### config.mk
export PLATFORM = sky130hd
export DESIGN_NAME = control_unit
export DESIGN_NICKNAME = d
export VERILOG_FILES = /design/src/rtl/control_unit_pkg.sv /design/src/rtl/control_unit.sv
export SDC_FILE = /design/constraint.sdc
export NUM_CORES = 1
export LEC_CHECK = 0
export ABC_AREA = 1
export ABC_CLOCK_PERIOD_IN_PS = 5900
export BUFFER_PORTS_ARGS = -buffer_cell sky130_fd_sc_hd__buf_4
export CAP_MARGIN = 20
export CORE_ASPECT_RATIO = 1.25
export CORE_MARGIN = 2
export CORE_UTILIZATION = 40
export DETAILED_ROUTE_END_ITERATION = 10
export PLACE_DENSITY = 0.64
export SKIP_CTS_REPAIR_TIMING = 1
export SYNTH_ARGS = -nofsm -noshare
export SYNTH_HDL_FRONTEND = slang
export SYNTH_SLANG_ARGS = --single-unit
### constraint.sdc
create_clock -name clk -period 5.9 [get_ports clk]
set_input_delay 1.77 -clock clk [delete_from_list [all_inputs] [get_ports clk]]
set_output_delay 1.77 -clock clk [all_outputs]
set_load 0.05 [all_outputs]
### src/rtl/control_unit_pkg.sv
// Shared types and constants for the core control unit: ALU ops, bus sources,
// opcodes, register-enable bit positions and the packed control word.
package details;

    localparam int unsigned OPC_W = 8;
    localparam int unsigned WR_W  = 10;
    localparam int unsigned INC_W = 4;

    typedef enum logic [2:0] {
        ALU_IDLE,
        CLR,
        PASS,
        ADD,
        SUB,
        MUL,
        INC
    } alu_op_t;

    typedef enum logic [3:0] {
        BUS_DM,
        BUS_R,
        BUS_IR,
        BUS_RL,
        BUS_RC,
        BUS_RP,
        BUS_RQ,
        BUS_R1,
        BUS_AC
    } bus_in_sel_t;

    // wrEnReg bit positions
    localparam int unsigned WR_AC = 0;
    localparam int unsigned WR_R1 = 1;
    localparam int unsigned WR_RQ = 2;
    localparam int unsigned WR_RP = 3;
    localparam int unsigned WR_RC = 4;
    localparam int unsigned WR_RL = 5;
    localparam int unsigned WR_IR = 6;
    localparam int unsigned WR_PC = 7;
    localparam int unsigned WR_R  = 8;
    localparam int unsigned WR_AR = 9;

    // incReg bit positions
    localparam int unsigned INC_RQ = 0;
    localparam int unsigned INC_RP = 1;
    localparam int unsigned INC_RC = 2;
    localparam int unsigned INC_PC = 3;

    localparam logic [OPC_W-1:0] OP_NOP      = 8'h00;
    localparam logic [OPC_W-1:0] OP_ENDOP    = 8'h01;
    localparam logic [OPC_W-1:0] OP_CLAC     = 8'h02;
    localparam logic [OPC_W-1:0] OP_LDIAC    = 8'h03;
    localparam logic [OPC_W-1:0] OP_LDAC     = 8'h04;
    localparam logic [OPC_W-1:0] OP_STR      = 8'h05;
    localparam logic [OPC_W-1:0] OP_STIR     = 8'h06;
    localparam logic [OPC_W-1:0] OP_JUMP     = 8'h07;
    localparam logic [OPC_W-1:0] OP_JMPNZ    = 8'h08;
    localparam logic [OPC_W-1:0] OP_JMPZ     = 8'h09;
    localparam logic [OPC_W-1:0] OP_MUL      = 8'h0A;
    localparam logic [OPC_W-1:0] OP_ADD      = 8'h0B;
    localparam logic [OPC_W-1:0] OP_SUB      = 8'h0C;
    localparam logic [OPC_W-1:0] OP_INCAC    = 8'h0D;
    localparam logic [OPC_W-1:0] OP_MV_RL_AC = 8'h1F;
    localparam logic [OPC_W-1:0] OP_MV_RP_AC = 8'h2F;
    localparam logic [OPC_W-1:0] OP_MV_RQ_AC = 8'h3F;
    localparam logic [OPC_W-1:0] OP_MV_RC_AC = 8'h4F;
    localparam logic [OPC_W-1:0] OP_MV_R_AC  = 8'h5F;
    localparam logic [OPC_W-1:0] OP_MV_R1_AC = 8'h6F;
    localparam logic [OPC_W-1:0] OP_MV_AC_RP = 8'h7F;
    localparam logic [OPC_W-1:0] OP_MV_AC_RQ = 8'h8F;
    localparam logic [OPC_W-1:0] OP_MV_AC_RL = 8'h9F;
    localparam logic [OPC_W-1:0] OP_INCRC    = 8'hAF;
    localparam logic [OPC_W-1:0] OP_INCRP    = 8'hBF;
    localparam logic [OPC_W-1:0] OP_INCRQ    = 8'hCF;

    typedef struct packed {
        alu_op_t           alu_op;
        logic [WR_W-1:0]   wr_en;
        logic [INC_W-1:0]  inc;
        bus_in_sel_t       bus_sel;
        logic              dm_wr;
        logic              z_wr;
        logic              done;
        logic              ready;
    } ctrl_t;

    localparam ctrl_t CTRL_DEFAULT = '{
        alu_op:  ALU_IDLE,
        wr_en:   '0,
        inc:     '0,
        bus_sel: BUS_DM,
        dm_wr:   1'b0,
        z_wr:    1'b0,
        done:    1'b0,
        ready:   1'b0
    };

endpackage

### src/rtl/control_unit.sv
// Hardwired Moore control unit for one accumulator core: fetch, decode, execute.
// Optional INC_REGS_EN adds the INCRC/INCRP/INCRQ instructions.
module control_unit
    import details::*;
#(
    parameter int unsigned IR_WIDTH = 8
) (
    input  logic                clk,
    input  logic                rstN,
    input  logic                start,
    input  logic                Zout,
    input  logic [IR_WIDTH-1:0] ins,
    output alu_op_t             aluOp,
    output logic [INC_W-1:0]    incReg,
    output logic [WR_W-1:0]     wrEnReg,
    output bus_in_sel_t         busSel,
    output logic                DataMemWrEn,
    output logic                ZWrEn,
    output logic                done,
    output logic                ready
);

    typedef enum logic [5:0] {
        S_IDLE, S_FETCH1, S_FETCH2, S_FETCH3,
        S_NOP, S_END, S_CLAC,
        S_LDIAC1, S_LDIAC2, S_LDIAC3, S_LDIAC4, S_LDIAC5,
        S_LDAC1, S_LDAC2, S_LDAC3,
        S_STR1, S_STR2, S_STR3,
        S_STIR1, S_STIR2, S_STIR3, S_STIR4, S_STIR5,
        S_JMP1, S_JMP2, S_JMP3, S_SKIP,
        S_MUL, S_ADD, S_SUB, S_INCAC,
        S_MV_RL_AC, S_MV_RP_AC, S_MV_RQ_AC, S_MV_RC_AC, S_MV_R_AC, S_MV_R1_AC,
        S_MV_AC_RP, S_MV_AC_RQ, S_MV_AC_RL,
        S_INCRC, S_INCRP, S_INCRQ
    } state_t;

    state_t state_q, state_nxt;
    ctrl_t  ctrl_q, ctrl_nxt;

    logic [OPC_W-1:0] opcode;
    logic             unused_ins;

    assign opcode     = ins[OPC_W-1:0];
    assign unused_ins = ^ins;

    // First execute state for an opcode; anything unrecognised runs as NOP.
    function automatic state_t decode_op(input logic [OPC_W-1:0] op, input logic z);
        state_t s;
        case (op)
            OP_ENDOP:    s = S_END;
            OP_CLAC:     s = S_CLAC;
            OP_LDIAC:    s = S_LDIAC1;
            OP_LDAC:     s = S_LDAC1;
            OP_STR:      s = S_STR1;
            OP_STIR:     s = S_STIR1;
            OP_JUMP:     s = S_JMP1;
            OP_JMPNZ:    s = z ? S_SKIP : S_JMP1;
            OP_JMPZ:     s = z ? S_JMP1 : S_SKIP;
            OP_MUL:      s = S_MUL;
            OP_ADD:      s = S_ADD;
            OP_SUB:      s = S_SUB;
            OP_INCAC:    s = S_INCAC;
            OP_MV_RL_AC: s = S_MV_RL_AC;
            OP_MV_RP_AC: s = S_MV_RP_AC;
            OP_MV_RQ_AC: s = S_MV_RQ_AC;
            OP_MV_RC_AC: s = S_MV_RC_AC;
            OP_MV_R_AC:  s = S_MV_R_AC;
            OP_MV_R1_AC: s = S_MV_R1_AC;
            OP_MV_AC_RP: s = S_MV_AC_RP;
            OP_MV_AC_RQ: s = S_MV_AC_RQ;
            OP_MV_AC_RL: s = S_MV_AC_RL;
`ifdef INC_REGS_EN
            OP_INCRC:    s = S_INCRC;
            OP_INCRP:    s = S_INCRP;
            OP_INCRQ:    s = S_INCRQ;
`endif
            default:     s = S_NOP;
        endcase
        return s;
    endfunction

    // State register plus a control word registered from the next state,
    // so outputs track the state they belong to without decode glitches.
    always_ff @(posedge clk or negedge rstN) begin
        if (!rstN) begin
            state_q        <= S_IDLE;
            ctrl_q         <= CTRL_DEFAULT;
            ctrl_q.ready   <= 1'b1;
        end else begin
            state_q <= state_nxt;
            ctrl_q  <= ctrl_nxt;
        end
    end

    always_comb begin
        state_nxt = state_q;
        ctrl_nxt  = CTRL_DEFAULT;

        case (state_q)
            S_IDLE:   if (start) state_nxt = S_FETCH1;
            S_FETCH1: state_nxt = S_FETCH2;
            S_FETCH2: state_nxt = S_FETCH3;
            S_FETCH3: state_nxt = decode_op(opcode, Zout);
            S_END:    state_nxt = S_IDLE;
            S_LDIAC1: state_nxt = S_LDIAC2;
            S_LDIAC2: state_nxt = S_LDIAC3;
            S_LDIAC3: state_nxt = S_LDIAC4;
            S_LDIAC4: state_nxt = S_LDIAC5;
            S_LDAC1:  state_nxt = S_LDAC2;
            S_LDAC2:  state_nxt = S_LDAC3;
            S_STR1:   state_nxt = S_STR2;
            S_STR2:   state_nxt = S_STR3;
            S_STIR1:  state_nxt = S_STIR2;
            S_STIR2:  state_nxt = S_STIR3;
            S_STIR3:  state_nxt = S_STIR4;
            S_STIR4:  state_nxt = S_STIR5;
            S_JMP1:   state_nxt = S_JMP2;
            S_JMP2:   state_nxt = S_JMP3;
            default:  state_nxt = S_FETCH1;
        endcase

        // Control word for the state about to be entered.
        case (state_nxt)
            S_IDLE:   ctrl_nxt.ready = 1'b1;
            S_FETCH2, S_LDIAC1, S_STIR1, S_JMP1: begin
                ctrl_nxt.wr_en[WR_IR] = 1'b1;
                ctrl_nxt.inc[INC_PC]  = 1'b1;
            end
            S_END:    ctrl_nxt.done = 1'b1;
            S_CLAC: begin
                ctrl_nxt.alu_op       = CLR;
                ctrl_nxt.wr_en[WR_AC] = 1'b1;
                ctrl_nxt.z_wr         = 1'b1;
            end
            S_LDIAC2, S_STIR2: begin
                ctrl_nxt.bus_sel      = BUS_IR;
                ctrl_nxt.wr_en[WR_AR] = 1'b1;
            end
            S_LDIAC4, S_LDAC2: begin
                ctrl_nxt.bus_sel     = BUS_DM;
                ctrl_nxt.wr_en[WR_R] = 1'b1;
            end
            S_LDIAC5, S_LDAC3: begin
                ctrl_nxt.bus_sel      = BUS_R;
                ctrl_nxt.alu_op       = PASS;
                ctrl_nxt.wr_en[WR_AC] = 1'b1;
            end
            S_STR1, S_STIR3: begin
                ctrl_nxt.bus_sel     = BUS_AC;
                ctrl_nxt.wr_en[WR_R] = 1'b1;
            end
            S_STR2, S_STIR4: ctrl_nxt.dm_wr = 1'b1;
            S_JMP2: begin
                ctrl_nxt.bus_sel      = BUS_IR;
                ctrl_nxt.wr_en[WR_PC] = 1'b1;
            end
            S_SKIP:   ctrl_nxt.inc[INC_PC] = 1'b1;
            S_MUL, S_ADD, S_SUB: begin
                ctrl_nxt.bus_sel      = BUS_R;
                ctrl_nxt.alu_op       = (state_nxt == S_MUL) ? MUL :
                                        (state_nxt == S_ADD) ? ADD : SUB;
                ctrl_nxt.wr_en[WR_AC] = 1'b1;
                ctrl_nxt.z_wr         = 1'b1;
            end
            S_INCAC: begin
                ctrl_nxt.alu_op       = INC;
                ctrl_nxt.wr_en[WR_AC] = 1'b1;
                ctrl_nxt.z_wr         = 1'b1;
            end
            S_MV_RL_AC: begin ctrl_nxt.bus_sel = BUS_AC; ctrl_nxt.wr_en[WR_RL] = 1'b1; end
            S_MV_RP_AC: begin ctrl_nxt.bus_sel = BUS_AC; ctrl_nxt.wr_en[WR_RP] = 1'b1; end
            S_MV_RQ_AC: begin ctrl_nxt.bus_sel = BUS_AC; ctrl_nxt.wr_en[WR_RQ] = 1'b1; end
            S_MV_RC_AC: begin ctrl_nxt.bus_sel = BUS_AC; ctrl_nxt.wr_en[WR_RC] = 1'b1; end
            S_MV_R_AC:  begin ctrl_nxt.bus_sel = BUS_AC; ctrl_nxt.wr_en[WR_R]  = 1'b1; end
            S_MV_R1_AC: begin ctrl_nxt.bus_sel = BUS_AC; ctrl_nxt.wr_en[WR_R1] = 1'b1; end
            S_MV_AC_RP, S_MV_AC_RQ, S_MV_AC_RL: begin
                ctrl_nxt.bus_sel      = (state_nxt == S_MV_AC_RP) ? BUS_RP :
                                        (state_nxt == S_MV_AC_RQ) ? BUS_RQ : BUS_RL;
                ctrl_nxt.alu_op       = PASS;
                ctrl_nxt.wr_en[WR_AC] = 1'b1;
            end
`ifdef INC_REGS_EN
            S_INCRC:  ctrl_nxt.inc[INC_RC] = 1'b1;
            S_INCRP:  ctrl_nxt.inc[INC_RP] = 1'b1;
            S_INCRQ:  ctrl_nxt.inc[INC_RQ] = 1'b1;
`endif
            default: ;
        endcase
    end

    assign aluOp       = ctrl_q.alu_op;
    assign incReg      = ctrl_q.inc;
    assign wrEnReg     = ctrl_q.wr_en;
    assign busSel      = ctrl_q.bus_sel;
    assign DataMemWrEn = ctrl_q.dm_wr;
    assign ZWrEn       = ctrl_q.z_wr;
    assign done        = ctrl_q.done;
    assign ready       = ctrl_q.ready;

endmodule

==> results of run 1 <==
-- synthesized netlist by cell type, drive strengths merged --
| master | n | area [sq um] |
|---|---|---|
| a21oi | 9 | 63.8 |
| nor3 | 5 | 30.0 |
| dfstp | 1 | 26.3 |
| conb | 1 | 3.75 |
| nor2 | 64 | 300 |
| nand4 | 11 | 83.8 |
| o21ai | 11 | 58.8 |
| o31ai | 1 | 7.51 |
| o211ai | 1 | 7.51 |
| inv | 41 | 154 |
| nand3 | 30 | 190 |
| buf | 5 | 45.0 |
| nor4 | 1 | 6.26 |
| a31oi | 1 | 6.26 |
| nand3b | 1 | 7.51 |
| dfrtp | 27 | 676 |
| nand2 | 78 | 335 |
-- power groups by stage --
stage	registers, W	clock network, W	logic (W)
CTS	0.000259	0.000151	0.000578
finish	0.000259	0.000148	0.000581
global route	0.000261	0.000159	0.000633
global placement	0.000263	0	0.000580
floorplan	0.000344	0	0.000367
detailed placement	0.000264	0	0.000575
-- kinds of logic (layout without fill, tap and decap cells) --
kind of cell | Yosys count | count (layout) | synth area share, %
simple gates | 190 | 190 | 47.6
buf+inv | 46 | 78 | 9.94
flops | 28 | 28 | 35.1
other cells | 1 | 3 | 0.187
compound gates | 23 | 23 | 7.19
-- registers in the layout, indices dropped and copies added (netlist names) --
signal and flops:
busSel 4, done 1, aluOp 3, ZWrEn 1, DataMemWrEn 1, wrEnReg 10, incReg 1, ready 1
state_q 6
-- placed cells by master (no fill, tap or decap), types with 3 or more instances in the layout --
cell | synthesis | routed
sky130_fd_sc_hd__nand2_1 | 65 | 65
sky130_fd_sc_hd__nor2_1 | 48 | 48
sky130_fd_sc_hd__inv_1 | 35 | 35
sky130_fd_sc_hd__buf_4 | 3 | 33
sky130_fd_sc_hd__dfrtp_1 | 27 | 27
sky130_fd_sc_hd__nand3_1 | 22 | 22
sky130_fd_sc_hd__nor2_2 | 12 | 12
sky130_fd_sc_hd__nand2_2 | 11 | 11
sky130_fd_sc_hd__nand4_1 | 10 | 10
sky130_fd_sc_hd__o21ai_0 | 10 | 10
sky130_fd_sc_hd__nand3_2 | 8 | 8
sky130_fd_sc_hd__inv_2 | 6 | 6
sky130_fd_sc_hd__a21oi_1 | 6 | 6
sky130_fd_sc_hd__nor2_4 | 4 | 4
sky130_fd_sc_hd__nor3_1 | 4 | 4
sky130_fd_sc_hd__conb_1 | 1 | 3
sky130_fd_sc_hd__clkbuf_8 | 0 | 3
-- critical path: cells and delay by family --
family                 cells  cell delay [ns]
buffers and inverters      2             0.30
AND/OR/NAND/NOR           12             1.50
-- area by class of cell --
| type | instances | area share (%) |
|---|---|---|
| clock buffer | 3 | 1.75 |
| clock inverter | 1 | 1.27 |
| inverter | 41 | 6.53 |
| multi-input combinational | 216 | 47.0 |
| sequential | 28 | 29.8 |
| tap | 60 | 3.18 |
| timing repair buffer | 33 | 10.5 |
-- metrics by stage --
stage          total power (W)  cell area (sq um)  utilization [%]
2_1_floorplan         0.000711               2010                -
5_1_grt                0.00105               2360             49.5
3_3_place_gp          0.000843               2290             48.0
4_1_cts               0.000989               2360             49.5
6_report              0.000987               2360             49.5
3_5_place_dp          0.000839               2290             48.0
-- metal layers --
layer | track usage [%] | wire length (um) | up-vias
met5 | 0 | 0 | -
met4 | 5.38 | 108 | 0
met3 | 1.63 | 94 | 10
met2 | 35.2 | 2670 | 31
met1 | 20.5 | 1890 | 861
li1 | - | - | 981
-- how the worst max path moves through the flow --
stage | from | end | depth (start not counted)
after floorplan | ins[5] | wrEnReg[0] | 17
after global placement | ins[5] | busSel[1] | 15
after detailed placement | ins[5] | busSel[1] | 15
after CTS | ins[5] | busSel[0] | 14
after global routing | ins[5] | busSel[1] | 15
final | ins[6] | busSel[0] | 14
==> out/qor.tcl, run 1 <==
set qor(power.share.sequential_pct) 26.2
set qor(sw_frac_of_total_pct) 50.9
set qor(buffer_ports.inserted) 33
set qor(antenna-diode-count) 0
set qor(wire_per_inst_um) 12.4
set qor(intPower_w) 0.000484
set qor(cts_num_sinks) 28
set qor(worst_setup_path_start_kind) {primary input}
set qor(initial_core_util_pct) 42.0
set qor(vias_post_dr) 1883
set qor(post_synth_instance_area_sq_um) 2000
set qor(synth.ff_latch_count) 28
set qor(die_w_um) 67.3
set qor(dp_hpwl_um) 3930
set qor(multi_input_area_sq_um) 1110
set qor(run_status) {complete, no violations}
set qor(layout-area-overhead-vs-synth_pct) 17.8
set qor(ioPinCount) 37
set qor(min-delay-path-class) {flop to flop}
set qor(critPathCaptureType) {flop}
set qor(fp_rows) 28
set qor(gr-usage-all-layers_pct) 18.4
set qor(critical-path-slowest-cell) {sky130_fd_sc_hd__nor3_2}
set qor(hold_viol) 0
set qor(final.min_clock_period_ns) 3.37
set qor(power_density_nw_per_um2) 419
set qor(worstPathArrival_ns) 3.57
set qor(ff_latch_area_sq_um) 702
set qor(remaining_drc_errors) 0
set qor(finalMaxSlewViolations) 0
set qor(htree_num_levels) 1
set qor(critical_path.most_common_cell) {sky130_fd_sc_hd__nand2_1}
set qor(fillCellCount) 529
set qor(critical_path_peak_fanout) 12
set qor(setup_viol) 0
set qor(die_area_sq_um) 5590
set qor(worst_skew_pair.late_latency_ns) 0.27
set qor(post-place-cells) 378
set qor(fp.dieH_um) 83.1
set qor(netSwitchingPower_w) 0.000503
set qor(viasPerCell) 4.93
set qor(fmax_mhz) 297
set qor(regToRegStartpoint) {state_q[5]}
set qor(timing.critical_path.slowest_cell_delay_ns) 0.29
set qor(worstHoldStart) {state_q[5]}
set qor(holdWs_ns) 0.653
set qor(area_of_the_placeable_core_sq_um) 4760
set qor(antenna_violations_before_repair) 0
set qor(worst_slew_pin_slew_ns) 0.734
set qor(max-slew-margin-rel_pct) 50.9
set qor(grt_setup_unrepaired) {false}
set qor(fin_setup_tns_ns) 0
set qor(grt_remaining_overflow) 0
set qor(nNetsFinal) 335
set qor(cts.root.buffer_cell) {sky130_fd_sc_hd__clkbuf_8}
set qor(global_route_wire_length_before_repair_um) 8140
set qor(worst_slack_ns) 2.53
set qor(gp_routability_congestion) 0.919
set qor(r2r_cells) 12
set qor(p_leak_nw) 1.34
set qor(synth_cell_types) 29
set qor(syn_area_per_cell_sq_um) 6.95
set qor(grt_max_degree) 29
set qor(path_class) {primary input to flop}
set qor(timing.final.crit_share_pct) 57.1
set qor(fin_worst_skew_ns) 0.00519
set qor(clk_transition_reported_paths_ns) 0.10
set qor(worstPathCellList) {buf_4 -> nor2_2 -> nand2_2 -> inv_2 -> nand2_1 -> nand2_1 -> nor2_4 -> nand3_2 -> nand3_2 -> nand2_4 -> nand2_1 -> nor3_2 -> nor2_1 -> nand3_1}
set qor(rr_endpoint) {busSel[0]}
set qor(synth_warn) 0
set qor(clock_tree_from_tritoncts) {done}
set qor(drive_gt1_share_pct) 27.0
set qor(hold_path_end) {wrEnReg[7]}
set qor(cts_made_buffers) 3
set qor(detail_route.first_pass.iterations) 4
set qor(yosysSeqAreaShare_pct) 35.1
set qor(crit_required_ns) 6.10
set qor(hold_depth) 3
set qor(syn-instance-count) 288
set qor(drt_iter0_drc) 56
set qor(final_cell_count_no_fill) 382
set qor(p_clk_share_pct) 15.0
set qor(timing.max_cap.violations) 0
set qor(placement.setup.worst_slack_ns) 2.28
set qor(first_global_vias) 1862
set qor(vdd_ir_drop_max_uv) 122
set qor(drt_wirelength_um) 4750
set qor(ff2ff_setup_slack_ns) 3.48
set qor(final_antenna_net_count) 0
set qor(clock_tree.buffer_depth) 2
set qor(pwr-share-comb_pct) 58.8
No activity file was read; power rests on OpenSTA's default activity.
==> run 2, diff against run 1 <==
--- a/config.mk
+++ b/config.mk
@@ -6,7 +6,7 @@
 export NUM_CORES = 1
 export LEC_CHECK = 0
 export ABC_AREA = 1
-export ABC_CLOCK_PERIOD_IN_PS = 5900
+export ABC_CLOCK_PERIOD_IN_PS = 3100
 export BUFFER_PORTS_ARGS = -buffer_cell sky130_fd_sc_hd__buf_4
 export CAP_MARGIN = 20
 export CORE_ASPECT_RATIO = 1.25
==> constraint.sdc (replaced) <==
create_clock -name clk -period 3.1 [get_ports clk]
set_input_delay 0.93 -clock clk [delete_from_list [all_inputs] [get_ports clk]]
set_output_delay 0.93 -clock clk [all_outputs]
set_load 0.05 [all_outputs]
==> run 2 against run 1 <==
  * Final area grew 0.32%
  * Setup slack lost 2.0 ns
  * Clock skew shrank 0.0031 ns
  * Combinational power grew 91%
  * Sequential cell count is the same
  * Critical endpoint is now busSel[1]
  * Non-clock buffer count grew 1
==> out/qor.tcl, run 2 (synthesis results as in run 1) <==
set qor(buffer_ports.inserted) 33 ;# unchanged
set qor(timing.max_cap.violations) 0 ;# unchanged
set qor(run_status) {complete, no violations} ;# unchanged
set qor(p_leak_nw) 1.34 ;# about the same
set qor(power_density_nw_per_um2) 795 ;# was 419 nW/um^2
set qor(crit_required_ns) 3.26 ;# was 6.10 ns
set qor(wire_per_inst_um) 12.2 ;# was 12.4 um
set qor(drt_iter0_drc) 58 ;# was 56
set qor(nNetsFinal) 336 ;# was 335
set qor(worst_slack_ns) 0.516 ;# was 2.53 ns
set qor(setup_viol) 0 ;# unchanged
set qor(fin_setup_tns_ns) 0 ;# unchanged
set qor(gp_routability_congestion) 0.916 ;# was 0.919
set qor(critPathCaptureType) {flop} ;# unchanged
set qor(fp.dieH_um) 83.1 ;# unchanged
set qor(wl_met1_um) 1860 ;# was 1890 um
set qor(final_common_cell) {sky130_fd_sc_hd__nand2_1} ;# unchanged
set qor(post-place-cells) 379 ;# was 378
set qor(cts_num_sinks) 28 ;# unchanged
set qor(grt_max_degree) 29 ;# unchanged
set qor(die_area_sq_um) 5590 ;# unchanged
set qor(detail_route.first_pass.iterations) 4 ;# unchanged
set qor(holdWs_ns) 0.552 ;# was 0.653 ns
set qor(grt_remaining_overflow) 0 ;# unchanged
set qor(finalMaxSlewViolations) 0 ;# unchanged
set qor(placement.setup.worst_slack_ns) 0.288 ;# was 2.28 ns
set qor(drt_wirelength_um) 4690 ;# was 4750 um
set qor(die_w_um) 67.3 ;# unchanged
set qor(initial_core_util_pct) 42.0 ;# unchanged
set qor(first_global_vias) 1829 ;# was 1862
set qor(htree_num_levels) 1 ;# unchanged
set qor(vias_post_dr) 1905 ;# was 1883
set qor(fin_worst_skew_ns) 0.00213 ;# was 0.00519 ns
set qor(path_class) {primary input to flop} ;# unchanged
set qor(final.min_clock_period_ns) 2.58
set qor(area_of_the_placeable_core_sq_um) 4760 ;# unchanged
set qor(dp_hpwl_um) 3840 ;# was 3930 um
set qor(vdd_ir_drop_max_uv) 316 ;# was 122 uV
set qor(fp_rows) 28 ;# unchanged
set qor(gr-usage-all-layers_pct) 18.3 ;# was 18.4%
set qor(ioPinCount) 37 ;# unchanged
set qor(remaining_drc_errors) 0 ;# unchanged
set qor(ff2ff_setup_slack_ns) 0.84 ;# was 3.48 ns
set qor(clk_transition_reported_paths_ns) 0.09 ;# was 0.10 ns
set qor(global_route_wire_length_before_repair_um) 8020 ;# was 8140 um
set qor(drive_gt1_share_pct) 27.2 ;# was 27.0%
set qor(final_antenna_net_count) 0 ;# unchanged
set qor(dr_wl_met3_um) 133 ;# was 94 um
set qor(final_cell_count_no_fill) 383 ;# was 382
set qor(most_frequent_cells_in_the_layout) {65 x sky130_fd_sc_hd__nand2_1, 48 x sky130_fd_sc_hd__nor2_1, 35 x sky130_fd_sc_hd__inv_1, 34 x sky130_fd_sc_hd__buf_4, 27 x sky130_fd_sc_hd__dfrtp_1} ;# was 65 x sky130_fd_sc_hd__nand2_1, 48 x sky130_fd_sc_hd__nor2_1, 35 x sky130_fd_sc_hd__inv_1, 33 x sky130_fd_sc_hd__buf_4, 27 x sky130_fd_sc_hd__dfrtp_1
set qor(largest_register_ff_count) 10 ;# unchanged
set qor(cts.root.buffer_cell) {sky130_fd_sc_hd__clkbuf_8} ;# unchanged
set qor(routed-wl-met2_um) 2580 ;# was 2670 um
set qor(hold_viol) 0 ;# unchanged
set qor(r2r_cells) 14 ;# was 12
set qor(cts_made_buffers) 3 ;# unchanged
set qor(clock_tree.buffer_depth) 2 ;# unchanged
set qor(worst_setup_path_start_kind) {primary input} ;# unchanged
set qor(final_core_util_pct) 49.7 ;# was 49.5%
set qor(layout-area-overhead-vs-synth_pct) 18.2 ;# was 17.8%
set qor(antenna_violations_before_repair) 0 ;# unchanged
set qor(critical_path_peak_fanout) 12 ;# unchanged
set qor(regToRegStartpoint) {state_q[3]} ;# was state_q[5]
set qor(clock_tree_from_tritoncts) {done} ;# unchanged
set qor(rr_endpoint) {busSel[0]} ;# unchanged
set qor(timing.final.crit_share_pct) 83.4
set qor(routed.top_layer) {met4} ;# unchanged
set qor(min-delay-path-class) {primary input to asynchronous set/reset pin} ;# was flop to flop
set qor(grt_setup_unrepaired) {false} ;# unchanged
set qor(worst_skew_pair.late_latency_ns) 0.27 ;# about the same
set qor(worstPathArrival_ns) 2.74 ;# was 3.57 ns
set qor(viasPerCell) 4.97 ;# was 4.93
set qor(fmax_mhz) 387
set qor(antenna-diode-count) 0 ;# unchanged
[run 2: power by group]
part / leakage (nW) / switching, W / internal, W
Sequential: 0.378 / 0.0000484 / 0.000445
Combinational: 0.928 / 0.000797 / 0.000309
Clock: 0.0357 / 0.000109 / 0.000173
Total: 1.34 / 0.000954 / 0.000927
[run 2: layout make-up]
type                    count  area, sq um
fillers                   526         2400
multi-input cells         216         1110
flip-flops and latches     28          702
repair buffers             34          255
inverters                  41          154
well taps                  60         75.1
clock buffers               3         41.3
clock inverters             1         30.0
[run 2: how the worst max path moves through the flow]
stage               startpoint          to  slack, ns  depth (start not counted)
floorplan               ins[5]  wrEnReg[0]       0.69                         17
global placement        ins[5]   busSel[1]       0.32                         15
detailed placement      ins[5]   busSel[1]       0.29                         15
CTS                     ins[5]   busSel[1]       0.52                         15
global route            ins[5]   busSel[1]       0.27                         15
finish                  ins[5]   busSel[1]       0.52                         15
[run 2: critical path: stages]
cell                      delay (ns)
sky130_fd_sc_hd__buf_4          0.13
sky130_fd_sc_hd__nor2_2         0.21
sky130_fd_sc_hd__nand2_2        0.11
sky130_fd_sc_hd__inv_2          0.18
sky130_fd_sc_hd__nand2_1        0.07
sky130_fd_sc_hd__nand2_1        0.12
sky130_fd_sc_hd__nor2_4         0.06
sky130_fd_sc_hd__nand3_2        0.08
sky130_fd_sc_hd__nand3_2        0.14
sky130_fd_sc_hd__nand2_4        0.13
sky130_fd_sc_hd__nand2_1        0.12
sky130_fd_sc_hd__nor2_1         0.18
sky130_fd_sc_hd__inv_1          0.09
sky130_fd_sc_hd__nor2_1         0.12
sky130_fd_sc_hd__a21oi_1        0.05
[run 2: routing by layer]
| layer | vias up | global-route usage [%] |
|---|---|---|
| met5 | - | 0 |
| met4 | 0 | 7.98 |
| met3 | 10 | 2.17 |
| met2 | 45 | 33.1 |
| met1 | 871 | 20.7 |
| li1 | 979 | - |
[run 2: stage by stage]
step / total power (W) / area, sq um
global placement: 0.00161 / 2290
finish: 0.00188 / 2370
detailed placement: 0.00160 / 2290
floorplan: 0.00135 / 2010
global route: 0.00203 / 2370
CTS: 0.00189 / 2370
==> run 3, diff against run 2 <==
--- a/config.mk
+++ b/config.mk
@@ -6,7 +6,7 @@
 export NUM_CORES = 1
 export LEC_CHECK = 0
 export ABC_AREA = 1
-export ABC_CLOCK_PERIOD_IN_PS = 3100
+export ABC_CLOCK_PERIOD_IN_PS = 2400
 export BUFFER_PORTS_ARGS = -buffer_cell sky130_fd_sc_hd__buf_4
 export CAP_MARGIN = 20
 export CORE_ASPECT_RATIO = 1.25
==> constraint.sdc (replaced) <==
create_clock -name clk -period 2.4 [get_ports clk]
set_input_delay 0.72 -clock clk [delete_from_list [all_inputs] [get_ports clk]]
set_output_delay 0.72 -clock clk [all_outputs]
set_load 0.05 [all_outputs]
==> run 3 against run 2 <==
  * Wire length increased by 0.60%
  * Critical path depth unchanged
  * Core utilization increased by 3.8 points
  * Clock skew increased by 0.0011 ns
  * Via count increased by 3.2%
  * Sequential cell count unchanged
  * First-iteration DRC count increased by 50%
  * Global-route usage decreased by 0.64 points
  * Non-clock buffer count increased by 23
==> out/qor.tcl, run 3 (synthesis results as in run 1) <==
set qor(path_class) {primary input to flop} ;# unchanged
set qor(worstPathCellList) {buf_4 -> nand2_1 -> nor2_4 -> nand2_1 -> nand2_1 -> nor2_4 -> nand3_1 -> nand2_2 -> nand3_2 -> nor2_2 -> nand2_2 -> nor2_2 -> inv_1 -> nor2_1 -> a21oi_1} ;# was buf_4 -> nor2_2 -> nand2_2 -> inv_2 -> nand2_1 -> nand2_1 -> nor2_4 -> nand3_2 -> nand3_2 -> nand2_4 -> nand2_1 -> nor2_1 -> inv_1 -> nor2_1 -> a21oi_1
set qor(fp.dieH_um) 83.1 ;# unchanged
set qor(cts_num_sinks) 28 ;# unchanged
set qor(gp_routability_congestion) 0.919 ;# was 0.916
set qor(fin_setup_tns_ns) 0 ;# unchanged
set qor(rr_endpoint) {busSel[3]} ;# was busSel[0]
set qor(fmax_mhz) 454
set qor(placement.setup.worst_slack_ns) -0.103 ;# was 0.288 ns
set qor(routed.top_layer) {met4} ;# unchanged
set qor(totalPowerFinal_w) 0.00251 ;# was 0.00188 W
set qor(nNetsFinal) 359 ;# was 336
set qor(global_route_wire_length_before_repair_um) 7860 ;# was 8020 um
set qor(area_of_the_placeable_core_sq_um) 4760 ;# unchanged
set qor(final_antenna_net_count) 0 ;# unchanged
set qor(vias_post_dr) 1966 ;# was 1905
set qor(timing.max_cap.violations) 0 ;# unchanged
set qor(htree_num_levels) 1 ;# unchanged
set qor(path_depth) 15 ;# unchanged
set qor(critPathCaptureType) {flop} ;# unchanged
set qor(power_density_nw_per_um2) 985 ;# was 795 nW/um^2
set qor(post-place-cells) 401 ;# was 379
set qor(regToRegStartpoint) {state_q[3]} ;# unchanged
set qor(drive_gt1_share_pct) 34.1 ;# was 27.2%
set qor(critical_path_startpoint) {ins[0]} ;# was ins[5]
set qor(setup_viol) 0 ;# unchanged
set qor(gr-usage-all-layers_pct) 17.7 ;# was 18.3%
set qor(die_area_sq_um) 5590 ;# unchanged
set qor(buffer_ports.inserted) 33 ;# unchanged
set qor(antenna-diode-count) 0 ;# unchanged
set qor(clk_transition_reported_paths_ns) 0.08 ;# was 0.09 ns
set qor(min-delay-path-class) {primary input to asynchronous set/reset pin} ;# unchanged
set qor(clock_tree.buffer_depth) 2 ;# unchanged
set qor(drt_wirelength_um) 4720 ;# was 4690 um
set qor(critical-path-slowest-cell) {sky130_fd_sc_hd__nor2_2} ;# unchanged
set qor(dp_hpwl_um) 3880 ;# was 3840 um
set qor(final_cell_count_no_fill) 406 ;# was 383
set qor(ioPinCount) 37 ;# unchanged
set qor(worstSetupEndpoint) {busSel[1]} ;# unchanged
set qor(vdd_ir_drop_max_uv) 327 ;# was 316 uV
set qor(wire_per_inst_um) 11.6 ;# was 12.2 um
set qor(p_leak_nw) 1.44 ;# was 1.34 nW
set qor(die_w_um) 67.3 ;# unchanged
set qor(remaining_drc_errors) 0 ;# unchanged
set qor(detail_route.first_pass.iterations) 4 ;# unchanged
set qor(most_frequent_cells_in_the_layout) {64 x sky130_fd_sc_hd__nand2_1, 57 x sky130_fd_sc_hd__buf_4, 43 x sky130_fd_sc_hd__nor2_1, 35 x sky130_fd_sc_hd__inv_1, 27 x sky130_fd_sc_hd__dfrtp_1} ;# was 65 x sky130_fd_sc_hd__nand2_1, 48 x sky130_fd_sc_hd__nor2_1, 35 x sky130_fd_sc_hd__inv_1, 34 x sky130_fd_sc_hd__buf_4, 27 x sky130_fd_sc_hd__dfrtp_1
set qor(critPathTopFamily) {simple AND/OR/NAND/NOR gates} ;# unchanged
set qor(fillCellCount) 477 ;# was 526
set qor(fp_rows) 28 ;# unchanged
set qor(critical_path_peak_fanout) 6 ;# was 12
set qor(final_core_util_pct) 53.4 ;# was 49.7%
set qor(viasPerCell) 4.84 ;# was 4.97
set qor(worst_setup_path_start_kind) {primary input} ;# unchanged
set qor(initial_core_util_pct) 42.0 ;# unchanged
set qor(worstPathArrival_ns) 2.34 ;# was 2.74 ns
set qor(timing.final.crit_share_pct) 91.7
set qor(drt_iter0_drc) 87 ;# was 58
set qor(timing.critical_path.slowest_cell_delay_ns) 0.18 ;# was 0.21 ns
set qor(clock_tree_from_tritoncts) {done} ;# unchanged
set qor(cts.root.buffer_cell) {sky130_fd_sc_hd__clkbuf_8} ;# unchanged
set qor(layout-area-overhead-vs-synth_pct) 27.1 ;# was 18.2%
set qor(crit_required_ns) 2.54 ;# was 3.26 ns
set qor(wl_met1_um) 1900 ;# was 1860 um
set qor(final_common_cell) {sky130_fd_sc_hd__nand2_1} ;# unchanged
set qor(run_status) {complete, no violations} ;# unchanged
set qor(final.min_clock_period_ns) 2.20
set qor(worst_skew_pair.late_latency_ns) 0.26 ;# was 0.27 ns
set qor(finalMaxSlewViolations) 0 ;# unchanged
set qor(path_buf_inv) 2 ;# was 3
set qor(worst_slack_ns) 0.200 ;# was 0.516 ns
set qor(fin_worst_skew_ns) 0.00324 ;# was 0.00213 ns
set qor(cts_made_buffers) 3 ;# unchanged
set qor(antenna_violations_before_repair) 0 ;# unchanged
set qor(routed-wl-met2_um) 2560 ;# was 2580 um
set qor(dr_wl_met3_um) 107 ;# was 133 um
set qor(first_global_vias) 1894 ;# was 1829
set qor(ff2ff_setup_slack_ns) 0.24 ;# was 0.84 ns
set qor(hold_viol) 0 ;# unchanged
set qor(grt_remaining_overflow) 0 ;# unchanged
set qor(critical_path.most_common_cell) {sky130_fd_sc_hd__nand2_1} ;# unchanged
set qor(r2r_cells) 16 ;# was 14
set qor(grt_max_degree) 29 ;# unchanged
set qor(largest_register_ff_count) 10 ;# unchanged
-- run 3: cell types whose count changed in the layout (fill, tap and decap cells not counted), sizes merged --
cell,delta
clkbuf,+1
buf,+23
bufinv,-1
-- run 3: layer usage --
metal  up-vias  track usage [%]
met2        37             32.4
met5         -                0
met1       891             19.9
met3        12             1.63
met4         0             7.61
li1       1026                -
-- run 3: final cells by class --
cell class                      instances  area, sq um  area share [%]
Multi-Input combinational cell        216         1130            44.3
Tap cell                               60         75.1            2.95
Timing Repair Buffer                   57          428            16.8
Inverter                               41          156            6.15
Clock buffer                            4         55.1            2.16
Sequential cell                        28          702            27.6
-- run 3: worst min path at each step --
stage	startpoint	end	slack [ns]	depth (start not counted)
finish	rstN	busSel[1]	0.35	1
global route	rstN	aluOp[0]	0.38	1
CTS	rstN	aluOp[0]	0.36	1
detailed placement	state_q[3]	DataMemWrEn	0.61	3
global placement	state_q[3]	DataMemWrEn	0.61	3
floorplan	rstN	DataMemWrEn	0.42	0
-- run 3: stage by stage --
step	hold WS (ns)	cell area [sq um]
final	0.350	2540
after global routing	0.379	2540
after CTS	0.358	2510
after detailed placement	0.606	2460
after global placement	0.611	2460
after floorplan	0.424	2010
-- run 3: power by group --
group	leakage, nW	internal [W]	total [W]	switching, W
combinational	1.04	0.000511	0.00160	0.00109
clock	0.0288	0.000146	0.000275	0.000129
sequential	0.378	0.000575	0.000632	0.0000572
